`src/rtl/pe_pkg.sv`:
```
// pe_pkg: definitions shared by the readout PE output path.
//   WORDLEN_DEF  default result word width (16 bits)
//   ser_state_e  serializer FSM state (IDLE, SEND)
//   idx_w()      width of a word-index counter for n words
package pe_pkg;

   localparam int WORDLEN_DEF = 16;

   typedef enum logic {
      IDLE = 1'b0,
      SEND = 1'b1
   } ser_state_e;

   // Never returns zero, so a counter always has at least one bit.
   function automatic int idx_w(input int n);
      return (n <= 2) ? 1 : $clog2(n);
   endfunction

endpackage

```
`src/rtl/pe_out_serializer.sv`:
```
// pe_out_serializer: captures the full NWORDS-word PE result vector in a
// single load and streams it out one word per cycle, word 0 first, over a
// valid/ready handshake. The final word is flagged with dout_last.
//
// Ports:
//   clk, rst_n   clock, asynchronous active-low reset
//   ce           clock enable; all state holds while low
//   ld, q_in     load strobe and PE result vector (word i at [i*WORDLEN +: WORDLEN])
//   ld_rdy       a load is accepted this cycle (combinational on dout_rdy)
//   dout         current word
//   dout_vld     dout is valid
//   dout_rdy     downstream accepts dout
//   dout_last    dout is word NWORDS-1
//   busy         a vector is being drained
//   ovf          sticky flag: a load arrived while not ready and was dropped
//   dout_par     even parity of dout (present only with PE_OUT_PARITY_EN)
//
// Build option: define PE_OUT_PARITY_EN to add the dout_par port and logic.
module pe_out_serializer
   import pe_pkg::*;
#(
   parameter int WORDLEN = WORDLEN_DEF,
   parameter int NWORDS  = 32
) (
   input  logic                      clk,
   input  logic                      rst_n,
   input  logic                      ce,
   input  logic                      ld,
   input  logic [WORDLEN*NWORDS-1:0] q_in,
   output logic                      ld_rdy,
   output logic [WORDLEN-1:0]        dout,
   output logic                      dout_vld,
   input  logic                      dout_rdy,
   output logic                      dout_last,
   output logic                      busy,
`ifdef PE_OUT_PARITY_EN
   output logic                      dout_par,
`endif
   output logic                      ovf
);

   localparam int             IW       = idx_w(NWORDS);
   localparam logic [IW-1:0]  LAST_IDX = IW'(NWORDS - 1);

   ser_state_e                          state_q, state_d;
   logic [IW-1:0]                       idx_q, idx_d;
   logic [NWORDS-1:0][WORDLEN-1:0]      buf_q, buf_d;
   logic                                ovf_q, ovf_d;

   logic is_last, xfer, accept;

   assign busy      = (state_q == SEND);
   assign dout_vld  = busy;
   assign is_last   = (idx_q == LAST_IDX);
   // Gated by busy so an idle block never advertises a last word.
   assign dout_last = busy & is_last;
   assign dout      = buf_q[idx_q];

   // Ready while idle, or on the cycle the final word leaves, so a new
   // vector can follow the previous one without a bubble.
   assign ld_rdy = ~busy | (dout_vld & dout_rdy & dout_last);
   assign xfer   = ce & dout_vld & dout_rdy;
   assign accept = ce & ld & ld_rdy;

`ifdef PE_OUT_PARITY_EN
   assign dout_par = ^dout;
`endif

   always_comb begin
      state_d = state_q;
      idx_d   = idx_q;
      buf_d   = buf_q;
      ovf_d   = ovf_q;

      if (ce & ld & ~ld_rdy) ovf_d = 1'b1;

      if (xfer) begin
         if (is_last) begin
            state_d = IDLE;
            idx_d   = '0;
         end else begin
            idx_d = idx_q + 1'b1;
         end
      end

      // A load coinciding with the final transfer overrides the return to IDLE.
      if (accept) begin
         state_d = SEND;
         idx_d   = '0;
         buf_d   = q_in;
      end
   end

   always_ff @(posedge clk or negedge rst_n) begin
      if (!rst_n) begin
         state_q <= IDLE;
         idx_q   <= '0;
         buf_q   <= '0;
         ovf_q   <= 1'b0;
      end else begin
         state_q <= state_d;
         idx_q   <= idx_d;
         buf_q   <= buf_d;
         ovf_q   <= ovf_d;
      end
   end

   assign ovf = ovf_q;

endmodule
```
`config.mk`:
```
export PLATFORM = sky130hd
export DESIGN_NAME = pe_out_serializer
export DESIGN_NICKNAME = d
export VERILOG_FILES = /design/src/rtl/pe_pkg.sv /design/src/rtl/pe_out_serializer.sv
export SDC_FILE = /design/constraint.sdc
export NUM_CORES = 1
export LEC_CHECK = 0
export ABC_CLOCK_PERIOD_IN_PS = 2100
export CORE_AREA = 4 4 289 291
export CTS_BUF_LIST = sky130_fd_sc_hd__clkbuf_4 sky130_fd_sc_hd__clkbuf_8
export CTS_CLUSTER_DIAMETER = 200
export DETAILED_ROUTE_END_ITERATION = 10
export DIE_AREA = 0 0 293 295
export HOLD_SLACK_MARGIN = 0.05
export PLACE_DENSITY = 0.52
export SLEW_MARGIN = 10
export SYNTH_ARGS = -nofsm -noshare
export SYNTH_HDL_FRONTEND = slang
export SYNTH_SLANG_ARGS = --single-unit
```
`constraint.sdc`:
```
create_clock -name clk -period 2.1 [get_ports clk]
set_input_delay 0.42 -clock clk [delete_from_list [all_inputs] [get_ports clk]]
set_output_delay 0.42 -clock clk [all_outputs]
set_load 0.01 [all_outputs]
```
==> results.json, run 1 <==
{
  "start_util_pct": 30.0,
  "die_h_um": 295,
  "fin_area_mm2": 0.0363,
  "drv_cap": 0,
  "gp_congestion": 0.844,
  "hold_viol_final": 0,
  "p_leak_uw": 0.0152,
  "synth_seq_cells": 519,
  "met2_usage_pct": 34.6,
  "pre_cts_slack_ns": -1.01,
  "path_clk_slew_ns": 0.06,
  "drive_above_1_share_pct": 43.4,
  "worst_pin_slew_ns": 0.486,
  "setup_violations": 538,
  "finalHoldWorstSlack_ns": 0.289,
  "fin_cells": 3636,
  "ys_types": 29,
  "place_inst": 3420,
  "gr-total-overflow": 0,
  "regArea_mm2": 0.0130,
  "cellPowerDensity_mw_per_mm2": 1460,
  "endpoint_kind": "output port",
  "first_pass_iters": 5,
  "min_period_over_period_pct": 151,
  "dp_hpwl_um": 70200,
  "clkSinkCount": 519,
  "core_area_mm2": 0.0805,
  "tritoncts": "yes",
  "multi_input_area_mm2": 0.0110,
  "final_nets": 3017,
  "worst_ep_required_time_ns": 1.68,
  "startpoint_type": "flop",
  "root_buffer": "clkbuf_8",
  "fin_skew_ns": 0.0386,
  "synth_nets": 2204,
  "grt_pass1_wl_um": 132000,
  "grt.total_usage_pct": 20.8,
  "dieArea_mm2": 0.0864,
  "vias_per_cell": 4.77,
  "cts_max_level": 3,
  "grt_pass1_vias": 19300,
  "drv_slew": 0,
  "place_area_mm2": 0.0327,
  "insertion_delay_ns": 0.68,
  "status": "finished with violations",
  "avgSynthCellArea_um2": 14.4,
  "fmax_mhz": 316,
  "busiest_layer": "met2",
  "grt_use_met3_pct": 4.73,
  "port_buffers": 537,
  "synth_area_mm2": 0.0242,
  "rows": 104,
  "wl_um": 92800,
  "vdd_drop_max_mv": 0.541,
  "hp-class": "in2async",
  "period_minus_slack_ns": 3.17,
  "cts_buffer_depth": 3,
  "io_pins": 538,
  "syn-instance-count": 1685,
  "finalPower_uw": 52800,
  "drtAntennaViolNets": 0,
  "slew_headroom_pct": 67.6,
  "grt_max_degree": 73,
  "cts_buffers": 95,
  "setup_ws_ns": -1.07,
  "path_max_fanout": 12,
  "rsz0062_at_grt": "true",
  "vias": 17300,
  "die_w_um": 293,
  "yosysWarnings": 0,
  "drtIter0Drc": 863,
  "critPathArrivalTime_ns": 2.75,
  "wl_per_cell_um": 25.5,
  "crit_type": "reg2out",
  "violations": "setup timing",
  "area_delta_synth_final_pct": 50.0,
  "ys_seq_area_share_pct": 53.7,
  "drc": 0,
  "fillers": 7234,
  "antenna_found_initial": 21,
  "grtUsageMet1_pct": 27.0
}
-- per-stage QoR --
stage	setup TNS, ns	util (%)
2_1_floorplan	-24.40	-
5_1_grt	-436.25	45.0
3_3_place_gp	-328.64	40.5
6_report	-401.28	45.0
4_1_cts	-403.96	44.5
3_5_place_dp	-345.02	40.5
-- worst paths after layout --
path                           start          to  slack (ns)  cells past startpoint
max                         idx_q[0]    dout[13]       -1.07                      8
min                            rst_n   buf_q[59]        0.29                      2
max reg2reg                 idx_q[0]  buf_q[468]       -0.84                     12
min reg2reg                      ovf         ovf        0.47                      1
max in group asynchronous      rst_n   buf_q[34]        0.96                      3
min in group clk           q_in[327]  buf_q[327]        0.35                      2
-- cells in the mapped netlist, drive strengths merged --
library cell / count / area, um2
ha: 2 / 25.0
a41o: 1 / 10.0
buf: 95 / 746
dfrtp: 519 / 13000
or4: 1 / 7.51
mux2: 512 / 6140
nand4: 17 / 106
nand3: 65 / 325
nor3: 1 / 5.00
and3: 2 / 17.5
a22oi: 96 / 721
mux2i: 258 / 2580
and2: 3 / 18.8
clkbuf: 28 / 105
nor2: 5 / 18.8
nand2b: 1 / 6.26
a21oi: 36 / 180
nor2b: 3 / 18.8
a21o: 1 / 7.51
nand2: 35 / 131
o21ai: 2 / 10.0
or2: 1 / 6.26
or4b: 1 / 10.0
-- cell families after synthesis --
family,after synthesis,share of synthesized area (%)
mux,770,36.1
flops,519,53.7
compound gates,136,3.84
simple gates,135,2.78
buf+inv,123,3.52
fa+ha+maj,2,0.103
-- registers in the layout, indices dropped and copies added, names as in the netlist --
signal,cells
buf_q,512
idx_q,5
busy,1
ovf,1
-- final cells by class --
type / instances / share of cell area, %
sequential: 519 / 35.8
multi-input combinational: 1043 / 30.4
timing repair buffer: 839 / 24.2
clock buffer: 143 / 4.96
tap: 1060 / 3.66
clock inverter: 21 / 0.866
antenna: 11 / 0.0759
-- cells in the final DEF, fill, tap and decap left out, types with 3 or more instances in the layout --
master	synthesis	layout
dfrtp_1	519	518
clkdlybuf4s50_1	0	518
mux2_2	412	412
mux2i_1	258	226
buf_4	40	215
clkbuf_8	0	116
mux2_4	100	100
a22oi_1	96	70
buf_12	11	48
nand2_1	35	32
a21oi_1	36	29
nand3_1	65	28
clkbuf_4	0	27
buf_6	2	27
a22oi_2	0	26
nand3_2	0	25
mux2i_2	0	23
nand4_1	17	17
nand3_4	0	12
buf_16	0	12
diode_2	0	11
mux2i_4	0	9
a21oi_2	0	7
bufinv_16	0	7
bufbuf_16	0	7
buf_8	0	7
clkinv_2	0	6
clkinvlp_4	0	5
nor2_1	5	4
buf_2	36	3
-- power by group --
part           switching (uW)  internal [uW]
registers                3100          15100
clock network            4440           6320
logic                   10500          13400
total                   18000          34800
-- critical path, stage by stage, from the launching register on --
cell     delay (ns)
dfrtp_4        0.57
buf_12         0.19
buf_12         0.15
mux2i_2        0.15
a22oi_2        0.28
buf_4          0.19
nand3_4        0.10
nand4_1        0.21
buf_2          0.19
-- layer usage --
| metal | part of all wire, % | wire length [um] |
|---|---|---|
| met5 | 0.11 | 101 |
| met2 | 48 | 44800 |
| met1 | 43 | 40300 |
| met3 | 5.2 | 4870 |
| met4 | 2.9 | 2700 |
-- what timing repair did --
| item | 4_1_cts | 5_1_grt |
|---|---|---|
| buffers inserted | 25 | 10 |
| endpoints found under the setup margin | 538 | 538 |
| gates resized for setup | 193 | 67 |
| hold buffers | 1 | 0 |
| pin swaps | 26 | 24 |
| gates cloned | 9 | 1 |
| hold endpoints to repair | 103 | 0 |
Power figures use the tool's default switching activity.
==> run 2: changes to the inputs <==
DONT_BUFFER_PORTS = 1   (was default)
PLACE_DENSITY = 0.43   (was 0.52)
==> run 2 against run 1 <==
The run ends with hold timing, slew limit, setup timing left. Count of clock-buffer cells in the layout is 12 higher. Sequential power hardly changed. Clock power hardly changed. Power is 0.26% higher. Clock skew is 0.011 ns lower.
==> results.json, run 2 (synthesis gave the netlist of run 1 again) <==
{
  "antenna_found_initial": 18,
  "fmax_mhz": 317,
  "first_pass_iters": 4,
  "start_util_pct": 30.0,
  "cts_buffers": 97,
  "drv_slew": 417,
  "drive_above_1_share_pct": 44.9,
  "path_depth": 9,
  "vdd_drop_max_mv": 0.680,
  "wl_per_cell_um": 27.2,
  "drtAntennaViolNets": 0,
  "dieArea_mm2": 0.0864,
  "slew_headroom_pct": -129,
  "setup_ws_ns": -1.05,
  "drc": 0,
  "dp_hpwl_um": 65700,
  "final_cell_mix": "dfrtp_1 (517), dlygate4sd3_1 (515), mux2_2 (306)",
  "io_pins": 538,
  "gr-total-overflow": 0,
  "max_stage_delay_ns": 0.52,
  "r2r_cells": 14,
  "rows": 104,
  "regToRegStartpoint": "idx_q[0]",
  "cts_hold_buf": 515,
  "grt_pass1_vias": 19800,
  "violations": "hold timing, slew limit, setup timing",
  "reg_top3": "buf_q: 512 flops, idx_q: 5 flops",
  "grt_max_degree": 520,
  "path_cells": "buf_12, buf_16, buf_12, buf_8, mux2i_1, a22oi_1, nand3_2, nand4_1, buf_4",
  "root_buffer": "clkbuf_8",
  "period_minus_slack_ns": 3.15,
  "vias": 17600,
  "wl_um": 98700,
  "worst_ep_required_time_ns": 1.68,
  "worst_pin_slew_ns": 3.44,
  "area_delta_synth_final_pct": 56.8,
  "hold_viol_final": 255,
  "crit_type": "reg2out",
  "min_period_over_period_pct": 150,
  "cts_buffer_depth": 3,
  "cp-startpoint": "idx_q[0]",
  "startpoint_type": "flop",
  "critPathArrivalTime_ns": 2.73,
  "p_leak_uw": 0.0160,
  "gp_congestion": 0.797,
  "setup_violations": 562,
  "tritoncts": "yes",
  "final_common_cell": "dfrtp_1",
  "cellPowerDensity_mw_per_mm2": 1400,
  "largest_reg_flops": 512,
  "die_w_um": 293,
  "rsz0062_at_grt": "true",
  "path_buf_inv": 5,
  "cpMostUsedCell": "buf_12",
  "clkSinkCount": 519,
  "fin_skew_ns": 0.0276,
  "final_nets": 3005,
  "drv_cap": 0,
  "finalHoldWorstSlack_ns": -0.595,
  "cp_slowest_cell": "dfrtp_4",
  "cts_max_level": 3,
  "path_clk_slew_ns": 0.07,
  "endpoint_kind": "output port",
  "port_buffers": 0,
  "pre_cts_slack_ns": -0.615,
  "finalPower_uw": 53000,
  "grt_pass1_wl_um": 136000,
  "crit_family": "buffers and inverters",
  "core_area_mm2": 0.0805,
  "die_h_um": 295,
  "path_max_fanout": 6,
  "largest-register": "buf_q",
  "grt.total_usage_pct": 21.4,
  "insertion_delay_ns": 0.71,
  "vias_per_cell": 4.85,
  "hp-class": "in2async",
  "drtIter0Drc": 780,
  "status": "finished with violations"
}
run 2: cell types whose count changed in the layout (fill, tap and decap cells not counted), sizes merged:
cell	before	now
buf	312	280
bufbuf	7	0
bufinv	7	2
clkbuf	144	185
clkdlybuf4s50	518	0
clkinv	7	11
clkinvlp	5	1
diode	11	14
dlygate4sd3	1	515
inv	2	4
run 2: final timing paths:
check	endpoint	slack, ns
worst max register to register	buf_q[141]	-0.70
max in group asynchronous	idx_q[0]	-0.49
min in group clk	ovf	0.15
worst min register to register	buf_q[355]	0.50
worst max-delay path	dout[13]	-1.05
worst min-delay path	buf_q[361]	-0.60
run 2: cell type report:
class,count,area [um2]
flip-flops and latches,519,13000
well taps,1060,1330
clock buffers,155,1910
multi-input cells,1043,11700
clock inverters,18,160
diodes,14,35.0
repair buffers,825,9850
fillers,7129,42600
run 2: routing by layer:
layer	GRT usage, %	up-vias	wire [um]
li1	-	7871	-
met1	26.7	9091	41900
met2	37.1	535	49200
met3	5.47	131	5530
met4	5.58	2	2090
met5	0	-	13
run 2: power breakdown:
group          switching (uW)  total (uW)  leakage (uW)  internal [uW]
Sequential               3230       18300       0.00613          15100
Combinational           10800       24100       0.00873          13300
Clock                    4520       10500       0.00111           6010
Total                   18600       53000        0.0160          34400
run 2: through the flow:
step,area [um2],TNS [ns],utilization (%),cells
global route,37900,-344.95,47.1,3634
floorplan,24200,-24.40,-,1685
CTS,36200,-323.40,45.0,3574
detailed placement,26700,-93.44,33.1,2824
finish,37900,-313.12,47.1,3634
global placement,26700,-85.80,33.1,2824
run 2: what timing repair did:
| item | in CTS | in global routing |
|---|---|---|
| setup buffers | 40 | 33 |
| pin swaps | 83 | 45 |
| endpoints found under the hold margin | 1034 | 519 |
| endpoints found under the setup margin | 531 | 536 |
| resized for setup | 247 | 235 |
| cloned | 35 | 34 |
